$ cat src/rtl/mips150_io_ctrl.sv
// Memory-map decode, UART RX/TX byte FIFOs and cycle/instruction counters for the MIPS150 X stage.
// Define MIPS150_IO_COUNTERS_EN to build the CYCLES/INSTRS counters and the CNTCLR register.
module mips150_io_ctrl #(
  parameter int RX_DEPTH = 4,
  parameter int TX_DEPTH = 4
) (
  input  logic        clk,
  input  logic        rst,
  input  logic [31:0] addr,
  input  logic [3:0]  store_mask,
  input  logic [31:0] store_data,
  input  logic        load_en,
  input  logic        instr_valid,
  output logic [3:0]  dmem_we,
  output logic [3:0]  imem_we,
  output logic        load_io_sel,
  output logic [31:0] io_rdata,
  input  logic [7:0]  rx_data,
  input  logic        rx_valid,
  output logic        rx_ready,
  output logic [7:0]  tx_data,
  output logic        tx_valid,
  input  logic        tx_ready
);

  localparam int RX_AW = $clog2(RX_DEPTH);
  localparam int TX_AW = $clog2(TX_DEPTH);
  localparam logic [RX_AW:0] RX_INC = (RX_AW+1)'(1);
  localparam logic [TX_AW:0] TX_INC = (TX_AW+1)'(1);

  // Region decode on addr[31:28]: 1=DMEM, 2=IMEM (write only), 3=both, 8=IO.
  logic [3:0] region;
  logic [7:0] io_off;
  logic       dmem_hit, imem_hit, io_hit, io_load, io_store;

  assign region   = addr[31:28];
  assign io_off   = addr[7:0];
  assign dmem_hit = (region == 4'h1) || (region == 4'h3);
  assign imem_hit = (region == 4'h2) || (region == 4'h3);
  assign io_hit   = (region == 4'h8);
  assign io_load  = !rst && io_hit && load_en;
  assign io_store = !rst && io_hit && (store_mask != 4'b0000);

  assign dmem_we     = (!rst && dmem_hit) ? store_mask : 4'b0000;
  assign imem_we     = (!rst && imem_hit) ? store_mask : 4'b0000;
  assign load_io_sel = io_hit;

  // Both byte streams use valid/ready: a byte moves on a clock edge where valid
  // and ready are both high; neither side transfers while rst is high.
  logic [7:0]       rx_mem_q [RX_DEPTH];
  logic [RX_AW:0]   rx_wr_q, rx_wr_d, rx_rd_q, rx_rd_d;
  logic             rx_empty, rx_full, rx_push, rx_pop;
  logic [7:0]       rx_head;

  assign rx_empty = (rx_wr_q == rx_rd_q);
  assign rx_full  = (rx_wr_q == {~rx_rd_q[RX_AW], rx_rd_q[RX_AW-1:0]});
  assign rx_head  = rx_mem_q[rx_rd_q[RX_AW-1:0]];
  assign rx_ready = !rst && !rx_full;
  assign rx_push  = rx_valid && rx_ready;
  assign rx_pop   = io_load && (io_off == 8'h04) && !rx_empty;

  logic [7:0]       tx_mem_q [TX_DEPTH];
  logic [TX_AW:0]   tx_wr_q, tx_wr_d, tx_rd_q, tx_rd_d;
  logic             tx_empty, tx_full, tx_push_req, tx_push, tx_pop;
  logic             tx_ovf_q, tx_ovf_d;

  assign tx_empty    = (tx_wr_q == tx_rd_q);
  assign tx_full     = (tx_wr_q == {~tx_rd_q[TX_AW], tx_rd_q[TX_AW-1:0]});
  assign tx_valid    = !rst && !tx_empty;
  assign tx_data     = tx_valid ? tx_mem_q[tx_rd_q[TX_AW-1:0]] : 8'h00;
  assign tx_pop      = tx_valid && tx_ready;
  assign tx_push_req = io_store && (io_off == 8'h0C) && store_mask[0];
  // Fullness is judged before this cycle's pop, so a push into a full FIFO drops even if a pop frees a slot.
  assign tx_push     = tx_push_req && !tx_full;

  always_comb begin
    rx_wr_d  = rx_push ? rx_wr_q + RX_INC : rx_wr_q;
    rx_rd_d  = rx_pop  ? rx_rd_q + RX_INC : rx_rd_q;
    tx_wr_d  = tx_push ? tx_wr_q + TX_INC : tx_wr_q;
    tx_rd_d  = tx_pop  ? tx_rd_q + TX_INC : tx_rd_q;
    tx_ovf_d = tx_ovf_q;
    if (tx_push_req && tx_full)
      tx_ovf_d = 1'b1;
    else if (io_store && (io_off == 8'h08))
      tx_ovf_d = 1'b0;
  end

  always_ff @(posedge clk) begin
    if (rst) begin
      rx_wr_q  <= '0;
      rx_rd_q  <= '0;
      tx_wr_q  <= '0;
      tx_rd_q  <= '0;
      tx_ovf_q <= 1'b0;
    end else begin
      rx_wr_q  <= rx_wr_d;
      rx_rd_q  <= rx_rd_d;
      tx_wr_q  <= tx_wr_d;
      tx_rd_q  <= tx_rd_d;
      tx_ovf_q <= tx_ovf_d;
    end
  end

  always_ff @(posedge clk) begin
    if (rx_push) rx_mem_q[rx_wr_q[RX_AW-1:0]] <= rx_data;
    if (tx_push) tx_mem_q[tx_wr_q[TX_AW-1:0]] <= store_data[7:0];
  end

  logic [31:0] cycles_rd, instrs_rd;
  logic        unused_ok;

`ifdef MIPS150_IO_COUNTERS_EN
  logic [31:0] cycles_q, cycles_d, instrs_q, instrs_d;
  logic        cnt_clr;

  // A CNTCLR store wins over the same-cycle increment.
  assign cnt_clr = io_store && (io_off == 8'h18);

  always_comb begin
    cycles_d = cnt_clr ? 32'd0 : cycles_q + 32'd1;
    instrs_d = cnt_clr ? 32'd0 : (instr_valid ? instrs_q + 32'd1 : instrs_q);
  end

  always_ff @(posedge clk) begin
    if (rst) begin
      cycles_q <= 32'd0;
      instrs_q <= 32'd0;
    end else begin
      cycles_q <= cycles_d;
      instrs_q <= instrs_d;
    end
  end

  assign cycles_rd = cycles_q;
  assign instrs_rd = instrs_q;
  assign unused_ok = ^{addr[27:8], store_data[31:8]};
`else
  assign cycles_rd = 32'd0;
  assign instrs_rd = 32'd0;
  assign unused_ok = ^{addr[27:8], store_data[31:8], instr_valid};
`endif

  always_comb begin
    io_rdata = 32'd0;
    if (!rst && io_hit) begin
      case (io_off)
        8'h00:   io_rdata = {31'd0, !rx_empty};
        8'h04:   io_rdata = rx_empty ? 32'd0 : {24'd0, rx_head};
        8'h08:   io_rdata = {30'd0, tx_ovf_q, !tx_full};
        8'h10:   io_rdata = cycles_rd;
        8'h14:   io_rdata = instrs_rd;
        default: io_rdata = 32'd0;
      endcase
    end
  end

endmodule

$ cat config.mk
export PLATFORM = sky130hd
export DESIGN_NAME = mips150_io_ctrl
export DESIGN_NICKNAME = d
export VERILOG_FILES = /design/src/rtl/mips150_io_ctrl.sv
export SDC_FILE = /design/constraint.sdc
export NUM_CORES = 1
export LEC_CHECK = 0
export CORE_MARGIN = 10
export CORE_UTILIZATION = 50
export CTS_BUF_LIST = sky130_fd_sc_hd__clkbuf_8
export DETAILED_ROUTE_END_ITERATION = 8
export PLACE_DENSITY = 0.88
export SYNTH_ARGS = -nofsm -noshare
export SYNTH_HDL_FRONTEND = slang
export SYNTH_SLANG_ARGS = --single-unit
$ cat constraint.sdc
create_clock -name clk -period 5.15 [get_ports clk]
set_clock_uncertainty 0.2 [all_clocks]
set_input_delay 1.545 -clock clk [delete_from_list [all_inputs] [get_ports clk]]
set_output_delay 1.545 -clock clk [all_outputs]
set_load 0.02 [all_outputs]
### Word-level counts from Yosys, hierarchy flattened

Memories as Yosys holds them, arrays and structs flattened. A register that Yosys moved wholly into a read port is not among the register bits.
Cells that the tools add are included.

| operators by class | value |
|---|---|
| muxes and demuxes | 16 |
| equality and inequality tests | 11 |
| add/sub/neg operators | 4 |
| bitwise operators | 2 |
| reductions and logical operators | 26 |

Operators by type and width:

| kind | number |
|---|---|
| 2-to-1 mux 8 bit | 3 |
| case mux 8 bit (3 select lines) | 1 |
| equality test 8 x 4 -> 1 bit (second input constant) | 2 |
| logical AND 1 bit | 16 |
| adder 3 x 1 -> 3 bit (second input constant) | 4 |
| equality test 3 bit | 4 |
| equality test 4 x 2 -> 1 bit (second input constant) | 2 |
| equality test 8 x 3 -> 1 bit (second input constant) | 1 |
| logical NOT 8 bit | 1 |
| 2-to-1 mux 2 bit | 4 |
| 2-to-1 mux 4 bit | 2 |
| 2-to-1 mux 1 bit | 6 |
| logical NOT 1 bit | 5 |
| equality test 4 x 1 -> 1 bit (second input constant) | 1 |
| equality test 4 bit (second input constant) | 1 |
| nonzero test 4 bit | 1 |
| logical OR 1 bit | 2 |
| inverter 1 bit | 2 |
| nonzero test 2 bit | 1 |

| word-level totals | value |
|---|---|
| output and inout bits | 51 |
| memories | 2 |
| bits of input ports | 82 |
| logic and storage cells | 66 |
| RAM bits | 64 |
| flip-flop bits (word level) | 13 |

Memories:

| name | depth | width | rd ports | clocked after Yosys merged registers in | write ports | line | RTL |
|---|---|---|---|---|---|---|---|
| rx_mem_q | 4 | 8 | 1 | 1 | 1 | 50 | `logic [7:0] rx_mem_q [RX_DEPTH];` |
| tx_mem_q | 4 | 8 | 1 | 1 | 1 | 62 | `logic [7:0] tx_mem_q [TX_DEPTH];` |

### Longest topological paths before layout

Gate-level depths: netlist of the first run.

| logic depth | value |
|---|---|
| depth after elaboration | 8 |
| mapped depth | 5 |

### Least setup slack after synthesis of the first run

Ideal clock, no wire load.

| timing path | value |
|---|---|
| kind | input to output |
| start point | input addr[0] |
| end point | output io_rdata[1] |
| stages | 5 |
| arrival time | 2.814 ns |
| path buffers | 1 |
| required time | 3.405 ns |
| setup slack | 0.591 ns |
| cell sequence | nor4_4 -> and4b_1 -> clkbuf_1 -> nand2_1 -> o21ai_0 |

| on the way | value |
|---|---|
| longest elaborated chain between the ends | 3 |
| elaborated cells between the ends (all ways) | 5 |
| those cells by class | eq/ne: 2; mux: 2; reduce/logical: 1 |

RTL lines:

| item | line | RTL |
|---|---|---|
| start, declared | 9 | `input logic [31:0] addr,` |
| equality test 8 x 4 -> 1 bit (tied with other cells) | 146 | `case (io_off)` |
| case mux 8 bit (3 select lines) * | 146 |  |
| 2-to-1 mux 8 bit * | 145 | `if (!rst && io_hit) begin` |
| end, declared | 17 | `output logic [31:0] io_rdata,` |

Every way passes the cells marked *; elsewhere a longest branch is shown, timed or not.

### Worst setup path after layout of the first run

| timing path | value |
|---|---|
| start point | input addr[30] |
| end point | output imem_we[0] |

| on the way | value |
|---|---|
| longest elaborated chain between the ends | 4 |
| elaborated cells between the ends (all ways) | 5 |
| those cells by class | eq/ne: 2; mux: 1; reduce/logical: 2 |

RTL lines:

| item | line | RTL |
|---|---|---|
| equality test 4 x 2 -> 1 bit | 39 | `assign imem_hit = (region == 4'h2) \|\| (region == 4'h3);` |
| logical OR 1 bit * | 39 |  |
| logical AND 1 bit * | 45 | `assign imem_we = (!rst && imem_hit) ? store_mask : 4'b0000;` |
| 2-to-1 mux 4 bit * | 45 |  |
| end, declared | 15 | `output logic [3:0] imem_we,` |

Marks and branches as above.

==> flow_metrics.tcl, run 1 <==
set metrics [dict create \
    synth_top_cell_area_share 0.511 \
    vias 2293 \
    seq_area_frac_synth 0.601 \
    first_iter_violations 97 \
    ir_drop_v 0.000182 \
    syn-mean-instance-area_um2 14.5 \
    final_nets 437 \
    io-pin-count 133 \
    grt_max_degree 18 \
    grt_pass1_wl_um 12000 \
    cap_violations 0 \
    cts_sinks 81 \
    cts_tree "done" \
    core_region_area_um2 7290 \
    crit_required_ns 3.41 \
    power_w 0.00131 \
    dr.pass1.iters 4 \
    rsz0062_at_grt "no" \
    crit_chain "clkdlybuf4s50_1 > buf_4 > nor3_1 > buf_4 > and3_1 > clkdlybuf4s50_1" \
    syn_to_final_growth_pct 25.7 \
    grt_usage 0.133 \
    die_area_um2 11400 \
    reg2reg_depth 3 \
    synth.largest_area_cell "edfxtp_1" \
    crit_family "buffers and inverters" \
    crit_end "imem_we[0]" \
    place_hpwl_um 5690 \
    cts_root_buf "clkbuf_8" \
    cts_made_buffers 9 \
    hp-class "register to register" \
    overflow 0 \
    synth_edf_count 64 \
    grt_pass1_vias 2468 \
    antenna_found_initial 0 \
    max_slew_margin 0.633 \
    clkTransAtPathRegs_ns 0.07 \
    power_density_nw_per_um2 278 \
    synth.distinct_cells 43 \
    die_x_um 107 \
    wl_um 7460 \
    path_depth 6 \
    async_reset_ff_frac 0 \
    setup_violations 0 \
    crit_start "addr[30]" \
    cp.buffers_inverters 4 \
    die_h_um 107 \
    clock_path_buffers 2 \
    outcome "finished, final reports clean" \
    synth-seq-cells 81 \
    post_cts_buffers 0 \
    drt-wirelength-per-cell_um 16.6 \
    cp-start-kind "primary input" \
    period_share 0.987 \
    fin_crit_ns 5.09 \
    synth_most_common_cell "edfxtp_1" \
    synth_area_leaders "edfxtp_1, mux4_2, dfxtp_1" \
    place_ws_ns -0.214 \
    critPathSlowestCell "clkdlybuf4s50_1" \
    yosys_warnings 0 \
    drc 0 \
    ant_nets 0 \
    path_max_fanout 8 \
    worstSetupPathType "primary input to output pin" \
    clock_latency_ns 0.34 \
    syn_area_um2 3760 \
    cts_max_level 3 \
    regToRegEndpoint "tx_mem_q[2][6]" \
    placed_cells 433 \
    worstSetupEndpointType "output pin" \
    p_leak_nw 1.78 \
    io_buffers 63 \
    slowest_delay_ns 0.62 \
    netlist_top_cells_count "edfxtp_1, buf_4, dfxtp_1" \
    reg2reg_slack_ns 3.08 \
    arrival_ns 3.34 \
    slew_viol_final 0 \
    fin_cells 449 \
    postSynthCellCount 259 \
    antenna_cells 0 \
    gp_congestion 0.759 \
    ys.flop_type "edfxtp_1" \
    drive_above_1_share 0.163 \
    tightest_slew_ns 0.549 \
    fmax_ghz 0.197 \
    rows 31 \
    worst_slack_ns 0.0649 \
    final_hold_viol_count 0 \
    rr_startpoint "tx_wr_q[0]" \
    vias_per_cell 5.11 \
    initial_core_util 0.516 \
]
-- area by class of cell --
cell class | count | area, um^2
timing repair buffer | 83 | 758
clock inverter | 7 | 92.6
tap | 99 | 124
fill | 563 | 2560
sequential | 81 | 2260
multi-input combinational | 162 | 1340
inverter | 8 | 30.0
clock buffer | 9 | 124
-- tightest hold or removal path: stages, from the launching register on --
cell and delay, ns:
dfxtp_1 0.31, o31ai_1 0.06, a21oi_1 0.06
-- where the power goes --
part	internal, W	switching [W]	leakage [nW]	total (W)
Sequential	0.000713	0.00000434	0.715	0.000718
Clock	0.000272	0.000221	0.105	0.000493
Combinational	0.0000481	0.0000551	0.957	0.000103
Total	0.00103	0.000280	1.78	0.00131
-- cells by family (layout without fill, tap and decap cells) --
| kind of cell | Yosys count | count (layout) | synth area share |
|---|---|---|---|
| adders and majority gates | 10 | 10 | 0.0333 |
| and+or+nand+nor | 68 | 68 | 0.118 |
| AOI/OAI and AO/OA | 29 | 29 | 0.0496 |
| other | 1 | 24 | 0.000997 |
| buffers and inverters | 39 | 107 | 0.0655 |
| xor gates and xnor gates | 13 | 13 | 0.0303 |
| muxes | 18 | 18 | 0.101 |
| DFF | 81 | 81 | 0.601 |
-- stage by stage --
| stage | instance area, um^2 | setup TNS [ns] | hold slack (ns) | utilization |
|---|---|---|---|---|
| final | 4730 | 0 | 0.275 | 0.649 |
| after global routing | 4730 | 0 | 0.291 | 0.649 |
| after CTS | 4730 | 0 | 0.280 | 0.649 |
| after detailed placement | 4540 | -1.78 | 0.266 | 0.622 |
| after global placement | 4540 | -1.53 | 0.252 | 0.622 |
| after floorplan | 3850 | 0 | 0.242 | - |
-- how the worst min path moves through the flow --
stage               depth (start not counted)       end      from  slack [ns]
floorplan                                   2  tx_ovf_q  tx_ovf_q        0.24
global placement                            2  tx_ovf_q  tx_ovf_q        0.25
detailed placement                          2  tx_ovf_q  tx_ovf_q        0.27
CTS                                         2  tx_ovf_q  tx_ovf_q        0.28
global route                                2  tx_ovf_q  tx_ovf_q        0.29
finish                                      2  tx_ovf_q  tx_ovf_q        0.27
-- sequential cells by signal, summed over array words and instances, names as in the netlist, named ones only --
| register | count |
|---|---|
| rx_rd_q | 3 |
| rx_mem_q | 32 |
| tx_mem_q | 32 |
| tx_rd_q | 3 |
| tx_ovf_q | 1 |
| tx_wr_q | 3 |
| rx_wr_q | 3 |
-- cell usage in the layout (no fill, tap or decap), types with 7 or more instances in the layout --
cell type        count
edfxtp_1            64
clkdlybuf4s50_1     46
conb_1              24
buf_4               20
dfxtp_1             17
mux4_2              16
nor2b_1             15
dlygate4sd2_1       14
and3_1              12
a21oi_1             10
ha_1                10
clkbuf_8             9
inv_1                8
nor2_1               8
xor2_1               7
-- repair_timing --
item	4_1_cts	5_1_grt
endpoints found under the setup margin	17	3
resized for setup	17	5
hold buffers	0	0
-- routing by layer --
metal / part of all wire / wire (um) / GRT usage
met4: 0.012 / 90 / 0.0503
met3: 0.062 / 463 / 0.0431
met1: 0.38 / 2870 / 0.136
met5: 0 / 0 / 0
met2: 0.54 / 4030 / 0.245
(Power assumes the default switching activity.)
==> inputs of run 2 (changes only) <==
--- a/config.mk
+++ b/config.mk
@@ -10,6 +10,7 @@
 export CTS_BUF_LIST = sky130_fd_sc_hd__clkbuf_8
 export DETAILED_ROUTE_END_ITERATION = 8
 export PLACE_DENSITY = 0.88
+export SKIP_LAST_GASP = 1
 export SYNTH_ARGS = -nofsm -noshare
 export SYNTH_HDL_FRONTEND = slang
 export SYNTH_SLANG_ARGS = --single-unit
==> results of run 2 <==
Final layout, timing and power as in run 1 (identical DEF).
